<file path="src/rtl/interlock_arbiter.sv">
// -----------------------------------------------------------------------------
// interlock_arbiter
//
// Gives the single airlock chamber, and the one countdown timer that goes with
// it, to either the arriving-sequence FSM or the leaving-sequence FSM. Only one
// sequencer owns the chamber at a time. A ports-closed dead time (RELEASE)
// separates consecutive owners. Only the owner may start the timer. The timer
// counts down on a 1 Hz single-cycle enable (tick).
//
// Optional build macro: INTERLOCK_WATCHDOG_EN
//   When defined, a hold counter limits one ownership to HOLD_MAX ticks. When
//   the limit is reached the chamber is forced into RELEASE and a sticky fault
//   is raised. While fault is set no new grant is issued; only rst clears it.
//   When not defined, fault is tied low and ownership lasts until req drops.
//
// Parameters
//   TIMER_W   width of timer length and remaining count
//   HOLD_MAX  watchdog tick limit (present only with INTERLOCK_WATCHDOG_EN)
//
// Ports
//   clock          system clock
//   rst            synchronous active-high reset
//   tick           1 Hz single-cycle enable
//   inner_port     inner door open
//   outer_port     outer door open
//   arr_req        arriving sequencer requests the chamber (level)
//   lv_req         leaving sequencer requests the chamber (level)
//   arr_tmr_start  arriving sequencer timer load strobe
//   arr_tmr_len    arriving timer length in ticks
//   lv_tmr_start   leaving sequencer timer load strobe
//   lv_tmr_len     leaving timer length in ticks
//   arr_gnt        chamber granted to the arriving sequencer
//   lv_gnt         chamber granted to the leaving sequencer
//   tmr_busy       timer counting
//   tmr_done       one-cycle pulse on timer expiry
//   tmr_remain     ticks remaining
//   fault          sticky watchdog fault
// -----------------------------------------------------------------------------
module interlock_arbiter #(
    parameter int TIMER_W = 4
`ifdef INTERLOCK_WATCHDOG_EN
    ,
    parameter int HOLD_MAX = 15
`endif
) (
    input  logic               clock,
    input  logic               rst,
    input  logic               tick,
    input  logic               inner_port,
    input  logic               outer_port,
    input  logic               arr_req,
    input  logic               lv_req,
    input  logic               arr_tmr_start,
    input  logic [TIMER_W-1:0] arr_tmr_len,
    input  logic               lv_tmr_start,
    input  logic [TIMER_W-1:0] lv_tmr_len,
    output logic               arr_gnt,
    output logic               lv_gnt,
    output logic               tmr_busy,
    output logic               tmr_done,
    output logic [TIMER_W-1:0] tmr_remain,
    output logic               fault
);

    typedef enum logic [1:0] {
        S_IDLE      = 2'd0,
        S_GRANT_ARR = 2'd1,
        S_GRANT_LV  = 2'd2,
        S_RELEASE   = 2'd3
    } state_t;

    state_t r_state;
    // 1 when the leaving side was the last one served. Reset value 1 makes
    // the arriving side win the first tie.
    logic   r_last_lv;

    logic               w_ports_closed;
    logic               w_grant_ok;
    logic               w_own_req;
    logic               w_own_start;
    logic [TIMER_W-1:0] w_own_len;
    logic               w_hold_expire;

`ifdef INTERLOCK_WATCHDOG_EN
    localparam int HOLD_W = (HOLD_MAX < 2) ? 1 : $clog2(HOLD_MAX + 1);
    localparam logic [HOLD_W-1:0] HOLD_LIM = HOLD_W'(HOLD_MAX);

    logic              r_fault;
    logic [HOLD_W-1:0] r_hold;

    // Expires on the tick that would bring the hold count up to the limit.
    assign w_hold_expire = tick && (r_hold == HOLD_LIM - 1'b1);
    assign w_grant_ok    = w_ports_closed && !r_fault;
    assign fault         = r_fault;
`else
    assign w_hold_expire = 1'b0;
    assign w_grant_ok    = w_ports_closed;
    assign fault         = 1'b0;
`endif

    assign w_ports_closed = !inner_port && !outer_port;

    // Route the owner's request and timer controls; the non-owner's strobes
    // never reach the timer.
    always_comb begin
        w_own_req   = 1'b0;
        w_own_start = 1'b0;
        w_own_len   = '0;
        if (r_state == S_GRANT_ARR) begin
            w_own_req   = arr_req;
            w_own_start = arr_tmr_start;
            w_own_len   = arr_tmr_len;
        end else if (r_state == S_GRANT_LV) begin
            w_own_req   = lv_req;
            w_own_start = lv_tmr_start;
            w_own_len   = lv_tmr_len;
        end
    end

    always_ff @(posedge clock) begin
        if (rst) begin
            r_state    <= S_IDLE;
            r_last_lv  <= 1'b1;
            arr_gnt    <= 1'b0;
            lv_gnt     <= 1'b0;
            tmr_busy   <= 1'b0;
            tmr_done   <= 1'b0;
            tmr_remain <= '0;
`ifdef INTERLOCK_WATCHDOG_EN
            r_fault    <= 1'b0;
            r_hold     <= '0;
`endif
        end else begin
            tmr_done <= 1'b0;
            case (r_state)
                S_IDLE: begin
                    if (w_grant_ok) begin
                        if (arr_req && (!lv_req || r_last_lv)) begin
                            r_state   <= S_GRANT_ARR;
                            arr_gnt   <= 1'b1;
                            r_last_lv <= 1'b0;
                        end else if (lv_req) begin
                            r_state   <= S_GRANT_LV;
                            lv_gnt    <= 1'b1;
                            r_last_lv <= 1'b1;
                        end
`ifdef INTERLOCK_WATCHDOG_EN
                        r_hold <= '0;
`endif
                    end
                end

                S_GRANT_ARR, S_GRANT_LV: begin
                    if (!w_own_req || w_hold_expire) begin
                        // Leaving ownership always clears the timer.
                        r_state    <= S_RELEASE;
                        arr_gnt    <= 1'b0;
                        lv_gnt     <= 1'b0;
                        tmr_busy   <= 1'b0;
                        tmr_remain <= '0;
`ifdef INTERLOCK_WATCHDOG_EN
                        if (w_hold_expire) begin
                            r_fault <= 1'b1;
                        end
`endif
                    end else begin
                        // A load takes priority over a same-cycle tick.
                        if (w_own_start) begin
                            tmr_remain <= w_own_len;
                            tmr_busy   <= (w_own_len != '0);
                            tmr_done   <= (w_own_len == '0);
                        end else if (tick && tmr_busy) begin
                            tmr_remain <= tmr_remain - 1'b1;
                            if (tmr_remain == TIMER_W'(1)) begin
                                tmr_busy <= 1'b0;
                                tmr_done <= 1'b1;
                            end
                        end
`ifdef INTERLOCK_WATCHDOG_EN
                        if (tick) begin
                            r_hold <= r_hold + 1'b1;
                        end
`endif
                    end
                end

                S_RELEASE: begin
                    // Dead time: at least one cycle, and both doors shut.
                    if (w_ports_closed) begin
                        r_state <= S_IDLE;
                    end
                end

                default: r_state <= S_IDLE;
            endcase
        end
    end

endmodule
</file>
<file path="config.mk">
export PLATFORM = sky130hd
export DESIGN_NAME = interlock_arbiter
export DESIGN_NICKNAME = d
export VERILOG_FILES = /design/src/rtl/interlock_arbiter.sv
export SDC_FILE = /design/constraint.sdc
export NUM_CORES = 1
export LEC_CHECK = 0
export ABC_AREA = 1
export BUFFER_PORTS_ARGS = -buffer_cell sky130_fd_sc_hd__buf_2
export CAP_MARGIN = 10
export CORE_ASPECT_RATIO = 1.25
export CORE_MARGIN = 1
export CORE_UTILIZATION = 44
export DETAILED_ROUTE_END_ITERATION = 10
export PLACE_DENSITY = 0.67
export SLEW_MARGIN = 15
export SYNTH_ARGS = -nofsm -noshare
export SYNTH_HDL_FRONTEND = slang
export SYNTH_SLANG_ARGS = --single-unit
</file>
<file path="constraint.sdc">
create_clock -name clock -period 1.9 [get_ports clock]
set_input_delay 0.38 -clock clock [delete_from_list [all_inputs] [get_ports clock]]
set_output_delay 0.38 -clock clock [all_outputs]
set_load 0.02 [all_outputs]
</file>
==> flow_summary.toml, run 1 <==
[clock_network]
cts_made_buffers = 3
clock-sinks = 11
cts_setup_buffers = 0
clock_latency_ps = 270
post_cts_resized = 0
clockBufferDepth = 2
root_buffer = "clkbuf_4"
cts-hold-fix-buffers = 0
h-tree-depth = 1
cts_tree = "done"
clkTransAtPathRegs_ps = 90

[worst_setup_path]
r2r_start = "r_state[1]"
cp-end-kind = "flip-flop"
crit_path_max_fanout = 10
worstPathArrival_ps = 1830
startpoint_type = "flip-flop"
setup.worst_path.end = "tmr_remain[1]"
crit_start = "r_state[1]"
crit_chain = "inv_1 -> ha_1 -> clkinv_4 -> o21ai_0 -> nand2_1 -> nand3_1 -> nand2_1 -> nand2_1 -> nor2_1"
cp.required_ps = 2070
ff2ff_path_depth = 9
slowest_delay_ps = 410
r2r-end = "tmr_remain[1]"
cp_slowest_cell = "ha_1"
critPathMostFrequentCell = "nand2_1"
rrSetupSlack_ps = 240
criticalPathCategory = "flip-flop to flip-flop"

[timing]
finalCritPeriodShare = 0.873
fmax_mhz = 603
worst_hold_slack_ps = 361
maxSlewViolCount = 0
finalClockSkew_ps = 10.8
rsz0062_at_grt = "no"
setup-tns-final_ps = 0
hold_viol = 0
setup_viol = 0
min_period_ps = 1660

[floorplanning]
start_util = 0.485
core_region_area_mm2 = 0.00181
die_w_um = 41.9
die_height_um = 51.9
ioPinCount = 26
num_rows = 17
fp.dieArea_mm2 = 0.00218

[yosys]
syn-cell-area_um2 = 877
yosysTopAreaCellShare = 0.251
yosysSeqAreaShare = 0.251
ys_ff_latch = 11
synth_area_leader_cell = "dfxtp_1"
avgSynthCellArea_um2 = 6.13
synth_nets = 166
yosys_warnings = 0
synth_area_leaders = "dfxtp_1 (25%), nand2_1 (21%), ha_1 (8.6%), nand3_1 (8.6%), nor2_1 (6.4%)"
synthCells = 143
synth_cell_types = 21

[global_routing]
grt_first_pass_wirelength_um = 3440
overflow = 0
grt_pass1_vias = 917
track_usage = 0.206
antenna_found_initial = 0
grt_max_degree = 11

[route]
vias_per_cell = 5.06
drt_iter0_markers = 35
drtAntennaViolNets = 0
dr.pass1.iters = 4
drc = 0
wl_per_cell_um = 10.3
wl_um = 1940
vias = 951

[run]
drv_cap = 0

[power_and_ir_drop]
power.leakage_uw = 0.000560
p_per_area_mw_per_mm2 = 1350
swShare = 0.507
power.internal_uw = 688
seqPwrFrac = 0.246
net-switching-power_uw = 706
clkPwrFrac = 0.122
p_total_uw = 1390
peakVddDrop_mv = 0.796
power_frac_comb = 0.632

[cells_and_area]
nFillCells = 201
final_cell_mix = "nand2_1 (50), buf_2 (24), nand3_1 (15), nor2_1 (15), inv_1 (14)"
antenna_cells = 0
multi_input_area_um2 = 573
drive_gt1_frac = 0.213
final_common_cell = "nand2_1"
nNetsFinal = 193
final_area_mm2 = 0.00103
regArea_um2 = 220
area_growth_syn_to_layout_pct = 17.3

[hold_path]
hold_path_class = "primary input to flip-flop"

[placement]
hpwlAfterDp_um = 1610
globalplace.congestion = 0.807
port_buffers = 24
placed_area_mm2 = 0.00100

[run_status]
status = "finished, final reports clean"
[worst max-delay path: cells and delay by family (launching register included)]
kind	cells	cell delay [ps]
AO/OA/AOI/OAI	1	270
AND/OR/NAND/NOR	5	310
adder cells (fa/ha/maj)	1	410
buffers and inverters	2	230
flip-flops	1	330
[kinds of logic (layout without fill, tap and decap cells)]
group                    Yosys count  count (layout)  share of synthesized area
adder cells (fa/ha/maj)            6               6                     0.0856
AO/OA/AOI/OAI                     17              17                      0.101
AND/OR/NAND/NOR                   89              89                      0.452
XOR/XNOR                           1               1                    0.00999
other                              1               1                    0.00428
buffers and inverters             18              44                     0.0956
flip-flops                        11              11                      0.251
[synth_stat cells]
master	number
nor2_1	15
nand3_1	15
a21oi_1	7
o21ai_2	1
clkinv_4	1
conb_1	1
buf_4	1
inv_2	1
o21ai_0	9
nand3_4	1
buf_6	1
ha_1	6
nand3b_1	1
dfxtp_1	11
nand2_4	2
nor3_1	1
nand4_1	1
nand2_2	3
nand2_1	50
inv_1	14
xor2_1	1
[power by group through the flow]
| stage | logic, uW | clock network, uW | registers [uW] |
|---|---|---|---|
| 6_report | 881 | 170 | 342 |
| 5_1_grt | 1020 | 177 | 351 |
| 4_1_cts | 888 | 175 | 344 |
| 3_5_place_dp | 885 | 0 | 349 |
| 3_3_place_gp | 875 | 0 | 345 |
| 2_1_floorplan | 655 | 0 | 398 |
[per-stage QoR]
step           cells  utilization  setup WS [ps]
3_3_place_gp     184        0.554            303
3_5_place_dp     184        0.554            261
5_1_grt          188        0.569           22.7
6_report         188        0.569            241
4_1_cts          188        0.569            233
2_1_floorplan    143            -            508
[metal layers]
| metal | share of wire | global-route usage | up-vias | wire (um) |
|---|---|---|---|---|
| met3 | 0.054 | 0.0243 | 2 | 104 |
| met4 | 0.0088 | 0.113 | 0 | 17 |
| li1 | - | - | 504 | - |
| met1 | 0.42 | 0.226 | 416 | 821 |
| met2 | 0.51 | 0.380 | 29 | 994 |
| met5 | 0 | 0 | - | 0 |
[how the worst min path moves through the flow]
stage / start / endpoint / slack [ps] / cells after the start
after floorplan: r_last_lv / r_last_lv / 440 / 2
after global placement: r_last_lv / r_last_lv / 450 / 2
after detailed placement: r_last_lv / r_last_lv / 470 / 2
after CTS: rst / tmr_remain[2] / 360 / 2
after global routing: rst / tmr_remain[2] / 370 / 2
final: rst / tmr_remain[3] / 360 / 2
[flip-flops by register name, summed over array words and instances (netlist names)]
name and flops:
tmr_busy 1, tmr_remain 4, tmr_done 1, r_state 2, arr_gnt 1, r_last_lv 1
lv_gnt 1
[area by class of cell]
cell class | count | area share
multi-input combinational | 114 | 0.557
inverter | 16 | 0.0633
tap | 19 | 0.0231
sequential | 11 | 0.214
clock buffer | 4 | 0.0255
timing repair buffer | 24 | 0.117
(Power assumes the default switching activity.)
==> inputs of run 2 (changes only) <==
--- a/config.mk
+++ b/config.mk
@@ -6,6 +6,7 @@
 export NUM_CORES = 1
 export LEC_CHECK = 0
 export ABC_AREA = 1
+export ABC_CLOCK_PERIOD_IN_PS = 1750
 export BUFFER_PORTS_ARGS = -buffer_cell sky130_fd_sc_hd__buf_2
 export CAP_MARGIN = 10
 export CORE_ASPECT_RATIO = 1.25
@@ -13,6 +14,7 @@
 export CORE_UTILIZATION = 44
 export DETAILED_ROUTE_END_ITERATION = 10
 export PLACE_DENSITY = 0.67
+export REMOVE_ABC_BUFFERS = 1
 export SLEW_MARGIN = 15
 export SYNTH_ARGS = -nofsm -noshare
 export SYNTH_HDL_FRONTEND = slang
==> constraint.sdc (replaced) <==
create_clock -name clock -period 1.75 [get_ports clock]
set_input_delay 0.35 -clock clock [delete_from_list [all_inputs] [get_ports clock]]
set_output_delay 0.35 -clock clock [all_outputs]
set_load 0.02 [all_outputs]
==> run 2 against run 1 <==
Against the previous run:
- clock skew is 9.0 ps lower
- sequential share of layout area is 0.21 points lower
- global-route usage is 0.16 points lower
- non-clock buffer count is 1 higher
- hold slack worse by 24 ps
- fmax is 6.8% higher
- critical path depth is 1 lower
- routed wire length is 1.4% higher
- cell count is 0.53% higher
==> flow_summary.toml, run 2 (synthesis results as in run 1) <==
[floorplanning]
fp.dieArea_mm2 = 0.00218
die_height_um = 51.9
die_w_um = 41.9
start_util = 0.485
core_region_area_mm2 = 0.00181
ioPinCount = 26
num_rows = 17

[cells_and_area]
instances_no_fill = 189
nFillCells = 187
area_growth_syn_to_layout_pct = 18.4
multi_input_area_um2 = 576
final_common_cell = "nand2_1"
regArea_um2 = 220
drive_gt1_frac = 0.224
top_register = "tmr_remain"
final_area_mm2 = 0.00104
antenna_cells = 0
nNetsFinal = 194
final_cell_mix = "nand2_1 (50), buf_2 (24), nand3_1 (15), nor2_1 (15), inv_1 (14)"
largest_reg_flops = 4
largest_registers = "tmr_remain x4, r_state x2"

[route]
drtAntennaViolNets = 0
drt_iter0_markers = 29
vias_per_cell = 4.92
wl_um = 1970
drc = 0
wl_per_cell_um = 10.4
dr.pass1.iters = 4
vias = 929

[global_routing]
track_usage = 0.204
overflow = 0
top_usage_layer = "met2"
grt_first_pass_wirelength_um = 3510
grt_max_degree = 11
grt_pass1_vias = 859
grt_util_met2 = 0.354
met3_usage = 0.0313
antenna_found_initial = 0
grtUsageMet1 = 0.264

[clock_network]
root_buffer = "clkbuf_4"
cts_made_buffers = 3
h-tree-depth = 1
cts_setup_buffers = 0
cts_tree = "done"
clock_latency_ps = 260
clock-sinks = 11
clockBufferDepth = 2
clkTransAtPathRegs_ps = 80

[placement]
hpwlAfterDp_um = 1570
dp.cells = 185
port_buffers = 24
globalplace.congestion = 0.867
placed_area_mm2 = 0.00101

[timing]
min_period_ps = 1550
setup_viol = 0
finalClockSkew_ps = 1.78
setup-tns-final_ps = 0
worst_hold_slack_ps = 336
fmax_mhz = 643
rsz0062_at_grt = "no"
maxSlewViolCount = 0
finalCritPeriodShare = 0.888
hold_viol = 0

[worst_setup_path]
cp_slowest_cell = "dfxtp_1"
slowest_delay_ps = 370
critPathMostFrequentCell = "nand2_1"
cp.required_ps = 1910
crit_path_max_fanout = 7
worstPathArrival_ps = 1720
criticalPathCategory = "flip-flop to flip-flop"
crit_chain = "inv_1 -> ha_1 -> nand2_1 -> nand2_1 -> nand3_1 -> nand4_1 -> a21oi_1 -> nor2_1"
startpoint_type = "flip-flop"
cp-end-kind = "flip-flop"

[run_status]
status = "finished, final reports clean"

[run]
drv_cap = 0

[hold_path]
hold_path_class = "primary input to flip-flop"

[power_and_ir_drop]
power.leakage_uw = 0.000564
p_per_area_mw_per_mm2 = 1480
peakVddDrop_mv = 0.728
run 2: worst paths after layout:
kind               from            end  slack (ps)  cells past startpoint
min                 rst  tmr_remain[2]         340                      2
max reg2reg  r_state[0]     r_state[1]         200                      8
max          r_state[0]     r_state[1]         200                      8
min reg2reg   r_last_lv      r_last_lv         480                      2
run 2: layer usage:
layer / wire (um) / up-vias
li1: - / 506
met4: 15 / 0
met5: 0 / -
met3: 98 / 2
met1: 917 / 394
met2: 933 / 27
run 2: report_power, final:
group          leakage (uW)  total [uW]  internal, uW  switching [uW]
Combinational      0.000459         987           357             630
Sequential        0.0000901         373           321            52.1
Clock             0.0000150         178          88.0            90.3
run 2: area by class of cell:
type | instances | share of cell area
multi-input cells | 114 | 0.554
flip-flops and latches | 11 | 0.212
repair buffers | 25 | 0.123
clock buffers | 4 | 0.0253
well taps | 19 | 0.0229
inverters | 16 | 0.0627
run 2: worst max-delay path, delay by kind of cell (launching register included):
kind                     cells  cell delay (ps)
AND/OR/NAND/NOR              5              520
buffers and inverters        1               90
AO/OA/AOI/OAI                1              180
flip-flops                   1              370
adder cells (fa/ha/maj)      1              300
run 2: stage by stage:
| step | utilization | total power [uW] | worst slack (ps) |
|---|---|---|---|
| 6_report | 0.574 | 1540 | 196 |
| 5_1_grt | 0.574 | 1710 | 13.5 |
| 3_3_place_gp | 0.558 | 1350 | 70.5 |
| 3_5_place_dp | 0.558 | 1360 | 65.4 |
| 4_1_cts | 0.573 | 1540 | 52.9 |
| 2_1_floorplan | - | 1130 | 294 |
run 2: what timing repair did:
item,in CTS,in global routing
gates resized for setup,0,2
endpoints found under the setup margin,0,10
hold buffers,0,0
